## config.mk

```make
export PLATFORM = sky130hd
export DESIGN_NAME = fifo_pop_dispatch
export DESIGN_NICKNAME = d
export VERILOG_FILES = /design/src/rtl/fifo_pop_dispatch_pkg.sv /design/src/rtl/fifo_pop_dispatch_counter.sv /design/src/rtl/fifo_pop_dispatch.sv
export SDC_FILE = /design/constraint.sdc
export NUM_CORES = 1
export LEC_CHECK = 0
export ABC_AREA = 1
export CAP_MARGIN = 30
export CORE_UTILIZATION = 44
export DETAILED_ROUTE_END_ITERATION = 10
export PLACE_DENSITY = 0.76
export SKIP_CTS_REPAIR_TIMING = 1
export SLEW_MARGIN = 25
export SYNTH_ARGS = -nofsm -noshare
export SYNTH_HDL_FRONTEND = slang
export SYNTH_SLANG_ARGS = --single-unit
```

## constraint.sdc

```tcl
create_clock -name clk -period 1.4 [get_ports clk]
set_input_delay 0.28 -clock clk [delete_from_list [all_inputs] [get_ports clk]]
set_output_delay 0.28 -clock clk [all_outputs]
set_load 0.03 [all_outputs]
```

## src/rtl/fifo_pop_dispatch_pkg.sv

```systemverilog
`default_nettype none
// +------------------------------------------------------------------+
// | Module      : fifo_pop_dispatch_pkg                              |
// | Description : Shared state encoding, queue count and default     |
// |               widths for the FIFO pop dispatcher.                |
// | Revision    : 1.0  initial release                               |
// +------------------------------------------------------------------+
package fifo_pop_dispatch_pkg;

  localparam int N_Q        = 4;
  localparam int DEF_DATA_W = 6;
  localparam int DEF_CNT_W  = 8;

  typedef enum logic [1:0] {
    ST_IDLE = 2'd0,
    ST_POP  = 2'd1,
    ST_PUSH = 2'd2
  } state_t;

  // One-hot select of a queue index
  function automatic logic [N_Q-1:0] id_onehot(input logic [1:0] id);
    id_onehot     = '0;
    id_onehot[id] = 1'b1;
  endfunction

endpackage
`default_nettype wire

```

## src/rtl/fifo_pop_dispatch_counter.sv

```systemverilog
`default_nettype none
// +------------------------------------------------------------------+
// | Module      : dispatch_counter                                   |
// | Description : Free-running wrap counter with increment enable.   |
// | Revision    : 1.0  initial release                               |
// +------------------------------------------------------------------+
module dispatch_counter #(
  parameter int CNT_W = 8
) (
  input  logic             clk,
  input  logic             reset,
  input  logic             inc,
  output logic [CNT_W-1:0] cnt
);

  // Count enabled events; wraps naturally at 2^CNT_W
  always_ff @(posedge clk or negedge reset) begin
    if (!reset) begin
      cnt <= '0;
    end else if (inc) begin
      cnt <= cnt + 1'b1;
    end
  end

endmodule
`default_nettype wire

```

## src/rtl/fifo_pop_dispatch.sv

```systemverilog
`default_nettype none
// +------------------------------------------------------------------+
// | Module      : fifo_pop_dispatch                                  |
// | Description : Takes a round-robin grant, pops the selected input |
// |               queue and forwards the word to a downstream FIFO,  |
// |               keeping per-queue dispatch and drop counters.      |
// | Revision    : 1.0  initial release                               |
// +------------------------------------------------------------------+
module fifo_pop_dispatch
  import fifo_pop_dispatch_pkg::*;
#(
  parameter int DATA_W = DEF_DATA_W,
  parameter int CNT_W  = DEF_CNT_W
) (
  input  logic                  clk,
  input  logic                  reset,
  input  logic                  grant_valid,
  input  logic [1:0]            grant_id,
  input  logic [N_Q-1:0]        fifo_empty,
  input  logic [N_Q*DATA_W-1:0] fifo_data,
  input  logic                  out_almost_full,
  output logic                  grant_ack,
  output logic [N_Q-1:0]        pop,
  output logic                  out_push,
  output logic [DATA_W-1:0]     out_data,
  output logic [1:0]            out_id,
  output logic [N_Q*CNT_W-1:0]  cnt_q,
  output logic [CNT_W-1:0]      drop_cnt
);

  state_t     r_state;
  logic [1:0] r_sel_id;
  logic       w_accept;
  logic       w_drop;

  // Back-pressure has priority: while downstream is full the arbiter holds
  // its grant, so an empty selection is not counted as a drop.
  assign w_accept = (r_state == ST_IDLE) && grant_valid && !out_almost_full
                    && !fifo_empty[grant_id];
  assign w_drop   = (r_state == ST_IDLE) && grant_valid && !out_almost_full
                    && fifo_empty[grant_id];

  // Dispatch FSM: IDLE -> POP (pop + ack) -> PUSH (write downstream) -> IDLE
  always_ff @(posedge clk or negedge reset) begin
    if (!reset) begin
      r_state   <= ST_IDLE;
      r_sel_id  <= 2'd0;
      pop       <= '0;
      grant_ack <= 1'b0;
      out_push  <= 1'b0;
      out_id    <= 2'd0;
    end else begin
      pop       <= '0;
      grant_ack <= 1'b0;
      out_push  <= 1'b0;
      case (r_state)
        ST_IDLE: begin
          if (w_accept) begin
            r_sel_id  <= grant_id;
            pop       <= id_onehot(grant_id);
            grant_ack <= 1'b1;
            r_state   <= ST_POP;
          end
        end
        ST_POP: begin
          out_push <= 1'b1;
          out_id   <= r_sel_id;
          r_state  <= ST_PUSH;
        end
        ST_PUSH: begin
          r_state <= ST_IDLE;
        end
        default: begin
          r_state <= ST_IDLE;
        end
      endcase
    end
  end

  // The queue's read register only holds the popped word during PUSH, so
  // the data path is a state-gated mux of that registered source rather
  // than a second capture stage that would push a cycle later.
  always_comb begin
    out_data = '0;
    if (r_state == ST_PUSH) begin
      out_data = fifo_data[int'(r_sel_id)*DATA_W +: DATA_W];
    end
  end

  // Per-queue dispatched-word counters, bumped as the word leaves in PUSH
  for (genvar i = 0; i < N_Q; i++) begin : g_q_cnt
    logic w_inc;
    assign w_inc = (r_state == ST_PUSH) && (r_sel_id == 2'(i));
    dispatch_counter #(.CNT_W(CNT_W)) u_cnt (
      .clk   (clk),
      .reset (reset),
      .inc   (w_inc),
      .cnt   (cnt_q[i*CNT_W +: CNT_W])
    );
  end

  // Grants rejected because the selected queue was empty
  dispatch_counter #(.CNT_W(CNT_W)) u_drop_cnt (
    .clk   (clk),
    .reset (reset),
    .inc   (w_drop),
    .cnt   (drop_cnt)
  );

endmodule
`default_nettype wire

```

# == Yosys cells after proc, flatten, opt, wreduce, memory -nomap -nowiden ==
# Cells that the tools add are included.
# op_classes
multipliers,1
n_eq_ne,6
n_reduce_logical,14
n_mux,12
shifts,1
magnitude_cmp,2
addsub,5
# op_table
cell,n
8-bit by 1-bit adder with 8-bit output (second input constant),5
24-bit by 6-bit variable part select with 6-bit output,1
1-bit logical AND,9
4-bit 2-to-1 mux,2
2-bit equality test (second input constant),3
6-bit 2-to-1 mux,1
1-bit 2-to-1 mux,5
2-bit by 1-bit equality test with 1-bit output (second input constant),2
2-bit zero test,2
2-bit by 2-bit multiplier with 4-bit output (second input constant),1
2-bit case mux with 2 select lines,1
2-bit by 3-bit less-than comparator with 1-bit output (second input constant),1
1-bit binary-select mux with 2-bit select,1
1-bit demux with 2-bit select,1
2-bit by 1-bit greater-or-equal comparator with 1-bit output (second input constant),1
1-bit zero test,2
2-bit 2-to-1 mux,1
2-bit != test (second input constant),1
2-bit AND reduction,1
# totals
wordCells,52
regBits,52
in_bits,34

# == Logic depth before layout (Yosys ltp) ==
# Gate-level depths: netlist of run 1.
# depth
ltp_word,6
mapped_depth,9

# == Modules after synthesis ==
# Synthesis of run 1 repeated with hierarchy kept, for this count alone.
# hier_totals
cells_unflattened,312
hier_area_um2,2618.8
# by_module_without_submodules
mod,area_each_um2,seq_area_each_um2,n_inst,cells_each
dispatch_counter,375.4,200.2,5,40
fifo_pop_dispatch,742.0,300.3,1,112

# == Least setup slack after synthesis of run 1 ==
# No wires, ideal clock.
# synth_timing
path_type,reg2out
from,register r_sel_id[1]
to,output out_data[0]
t_arrival_ns,1.179
stages_incl_launch_ff,6
n_path_buf,0
slack_ns,-0.059
required_time_ns,1.120
path_cell_list,dfrtp_1 nand2_2 inv_1 nand2_1 nand4_1 and2_1
# synth_between
elab_chain_cells,3
# synth_lines
element,line,text
from (decl),fifo_pop_dispatch.sv:32,logic [1:0] r_sel_id;
from (signal assigned),fifo_pop_dispatch.sv:59,r_sel_id <= grant_id;
2-bit by 2-bit multiplier with 4-bit output,fifo_pop_dispatch.sv:86,out_data = fifo_data[int'(r_sel_id)*DATA_W +: DATA_W];
24-bit by 6-bit variable part select with 6-bit output,fifo_pop_dispatch.sv:86,
6-bit 2-to-1 mux,fifo_pop_dispatch.sv:85,if (r_state == ST_PUSH) begin
to (decl),fifo_pop_dispatch.sv:25,"output logic [DATA_W-1:0] out_data,"
# No other way between the ends.

# == Worst setup path in the final report of run 1 ==
# layout_timing
from,register r_sel_id[0]
to,output out_data[0]
# Same word-level chain as after synthesis.

==> results by group, run 1 <==
Timing
  • RSZ-0062 raised after global routing: true
  • Slew margin rel.: 0.725
  • Worst Slack Setup Final: -477 ps
  • Worst-Margin Slew: 413 ps
  • Max Clk Rate: approximately 0.53 GHz
  • Worst-case clock skew: ~2.6 ps
  • Total negative slack: -2770 ps
  • Endpoints failing hold: 0
  • Hold Slack: 313 ps
  • Final Max Tran Viols: 0
  • Minimum clock period: 1880 ps
  • Count of final setup violators: 6
  • Ratio of final minimum period to clock period: 1.34

Placed design
  • RD Place Congestion: roughly 0.83
  • Final HPWL DP: approximately 5400 um
  • Post-placement cell count: 584
  • DP Area: 4180 um^2
  • PortBufs: between 80 and 90

CTS
  • CTS Sinks: between 50 and 60
  • H-tree depth: 2
  • TritonCTS clock tree: built
  • Latest clock arrival within the worst-skew pair: 300 ps
  • Num CTS Buffers: 5
  • Clock transition at the registers of the reported paths: 100 ps
  • CTS max path bufs: 2
  • Clk root buf: clkbuf_8

Setup path
  • Reg2reg start: r_sel_id[0]$_DFFE_PN0P_
  • R2R depth: 8
  • Buf/Inv on CP: 3
  • CP top delay family: flip-flops
  • CP max stage delay: approximately 450 ps
  • Type of origin of the critical path: flip-flop
  • Arr. time, crit path: roughly 1600 ps
  • Crit path required time: between 1000 and 1500 ps
  • CP endpoint kind: output pin
  • R2R Setup Slk: around 70 ps
  • Worst flop-to-flop path endpoint: g_q_cnt[2].u_cnt.cnt[7]$_DFFE_PN0P_
  • Crit-path cells: buf_4, nor2_2, buf_4, nand2_1, nand4_1, and2_4, buf_6
  • Most Frequent Cell on Critical Path: buf_4
  • CP max FO: 4
  • Slowest CP cell: dfrtp_2
  • CP Class: flip-flop to output pin

Finish
  • Area delta synth->final: 58.9%
  • Layout cells sized above 1: 0.222
  • Non-Filler Instances: between 500 and 600
  • # diodes: 0
  • Final nets: 560
  • Design area: 4560 um^2

Global routing
  • Antenna violations before repair: 0
  • Remaining Overflow, GRT: 0
  • All-Layer GR Usage: 0.217
  • Largest net degree at the start of global routing: 18
  • Vias in the first global route: about 2,700
  • Global-route wire length before repair: approximately 11,000 um

Detailed routing
  • Post-Route WL: about 7200 um
  • Vias/cell: about 4.7
  • Routed len/inst: approximately 12 um
  • Via total after detailed routing: ~2,800
  • DR DRC count: 0
  • DRT Pass-1 Iters: 4
  • Routed Antenna Nets: 0
  • Initial DRC Count: 77

Synthesis
  • Yosys reg bits: 52
  • Top-area cell type share of the netlist area: 0.453
  • Netlist cell types: 24
  • Register area share after synthesis: 0.453
  • Area leader, netlist: dfrtp_1
  • Post-synth EDFFs: 0
  • Post-Syn Area: roughly 2900 um^2
  • Mean Syn Cell Area: a little under 8 um^2
  • Synth Warn #: 0
  • Prevailing post-synth register cell: dfrtp_1
  • Async SR Flop Fraction: 1.00
  • Syn_nets: 412
  • Synthesized instance count: about 370
  • Most numerous cell in the Yosys netlist: nand2_1
  • Synth top area cells: dfrtp_1 45%, nand2_1 21%, inv_1 5.0%
  • Top cells by count, synth: 162 x nand2_1, 52 x dfrtp_1, 38 x inv_1, 21 x nand3_1, 19 x nor2_1

Floorplan
  • Die area: between 6000 and 7000 um^2
  • Die height: between 80 and 90 um
  • Row count: 29
  • Starting Density: 0.455
  • Die X: slightly above 80 um
  • Core area: roughly 6300 um^2
  • # IOs: between 80 and 90

Status
  • Outcome: complete, but fails checks
  • Failing checks: setup timing

Hold path
  • Hold Path Class: input pin to flip-flop
  • Hold endpoint: pop[1]$_DFF_PN0_
  • Hold path depth: 2
  • Min-Delay Startpoint: grant_id[1]

Power
  • Peak supply drop: ~1.0 mV
  • Pwr/cell area: around 1100 nW/um^2
  • Tot Pwr: between 4000 and 5000 uW
  • LEAKAGE: ~0.003 uW

Job
  • Max Cap Viol: 0
-- worst max path at each step --
stage	start	to	slack [ps]	depth (start not counted)
2_1_floorplan	r_sel_id[1]$_DFFE_PN0P_	out_data[0]	6	5
3_3_place_gp	grant_id[1]	r_sel_id[1]$_DFFE_PN0P_	-180	8
3_5_place_dp	grant_id[1]	r_sel_id[1]$_DFFE_PN0P_	-260	8
4_1_cts	r_sel_id[0]$_DFFE_PN0P_	out_data[0]	-550	7
5_1_grt	r_sel_id[0]$_DFFE_PN0P_	out_data[1]	-560	7
6_report	r_sel_id[0]$_DFFE_PN0P_	out_data[0]	-480	7
-- sequential cells by signal, indices dropped and copies added (netlist names) --
signal,cells
g_q_cnt.u_cnt.cnt,32
u_drop_cnt.cnt,8
pop,4
out_id,2
r_sel_id,2
r_state,2
grant_ack,1
out_push,1
-- per-layer routing --
metal  track usage  part of all wire  up-vias  routed length [um]
met5             0                 0        -                   0
met4        0.0638             0.011        0                  77
met3        0.0538             0.058       10                 420
met2         0.407              0.52       65                3750
met1         0.238              0.41     1320                2940
li1              -                 -     1444                   -
-- layout by cell type, fill, tap and decap left out, types with 4 or more instances in the layout --
cell type	Yosys	layout
dfrtp_1	52	50
xnor2_1	11	10
and2_4	0	6
nor2_4	2	7
nand3_1	21	21
ha_1	5	5
nor2_1	19	19
nand4_1	11	11
buf_4	0	54
clkdlybuf4s50_1	0	31
dlymetal6s2s_1	0	44
nand3b_1	8	8
xor2_1	7	7
clkbuf_8	0	6
inv_1	38	36
nand2_2	4	10
buf_6	0	9
inv_2	4	4
o21ai_0	6	6
nand2_1	162	156
-- area by class of cell --
cell class	instances	area, um^2
Timing Repair Buffer	142	1420
Clock buffer	6	82.6
Inverter	44	178
Fill cell	481	1750
Sequential cell	52	1300
Multi-Input combinational cell	276	1460
Tap cell	77	96.3
Clock inverter	2	17.5
-- logic make-up after synthesis --
| group | Yosys count | synth area share |
|---|---|---|
| simple gates | 245 | 0.391 |
| compound gates | 7 | 0.0122 |
| buf+inv | 45 | 0.0606 |
| flops | 52 | 0.453 |
| fa+ha+maj | 5 | 0.0218 |
| xor+xnor | 19 | 0.0606 |
-- report_power, final --
part	internal, uW	switching (uW)
clock	415	517
sequential	1720	167
combinational	984	1180
total	3110	1870
-- through the flow --
step | worst slack [ps] | util
6_report | -477 | 0.723
5_1_grt | -562 | 0.723
4_1_cts | -546 | 0.678
3_5_place_dp | -257 | 0.662
3_3_place_gp | -177 | 0.662
2_1_floorplan | 6.28 | -
(Power assumes the default switching activity.)
==> run 2, diff against run 1 <==
--- a/config.mk
+++ b/config.mk
@@ -6,8 +6,9 @@
 export NUM_CORES = 1
 export LEC_CHECK = 0
 export ABC_AREA = 1
-export CAP_MARGIN = 30
+export CAP_MARGIN = 0
 export CORE_UTILIZATION = 44
+export CTS_CLUSTER_SIZE = 12
 export DETAILED_ROUTE_END_ITERATION = 10
 export PLACE_DENSITY = 0.76
 export SKIP_CTS_REPAIR_TIMING = 1
==> results of run 2 <==
No change in the layout: final DEF, timing and power equal those of run 1.
==> run 3, diff against run 2 <==
--- a/config.mk
+++ b/config.mk
@@ -6,13 +6,14 @@
 export NUM_CORES = 1
 export LEC_CHECK = 0
 export ABC_AREA = 1
+export ABC_CLOCK_PERIOD_IN_PS = 1400
 export CAP_MARGIN = 0
 export CORE_UTILIZATION = 44
 export CTS_CLUSTER_SIZE = 12
 export DETAILED_ROUTE_END_ITERATION = 10
 export PLACE_DENSITY = 0.76
 export SKIP_CTS_REPAIR_TIMING = 1
-export SLEW_MARGIN = 25
+export SLEW_MARGIN = 5
 export SYNTH_ARGS = -nofsm -noshare
 export SYNTH_HDL_FRONTEND = slang
 export SYNTH_SLANG_ARGS = --single-unit
==> results of run 3 <==
No change in the layout: final DEF, timing and power equal those of run 1.
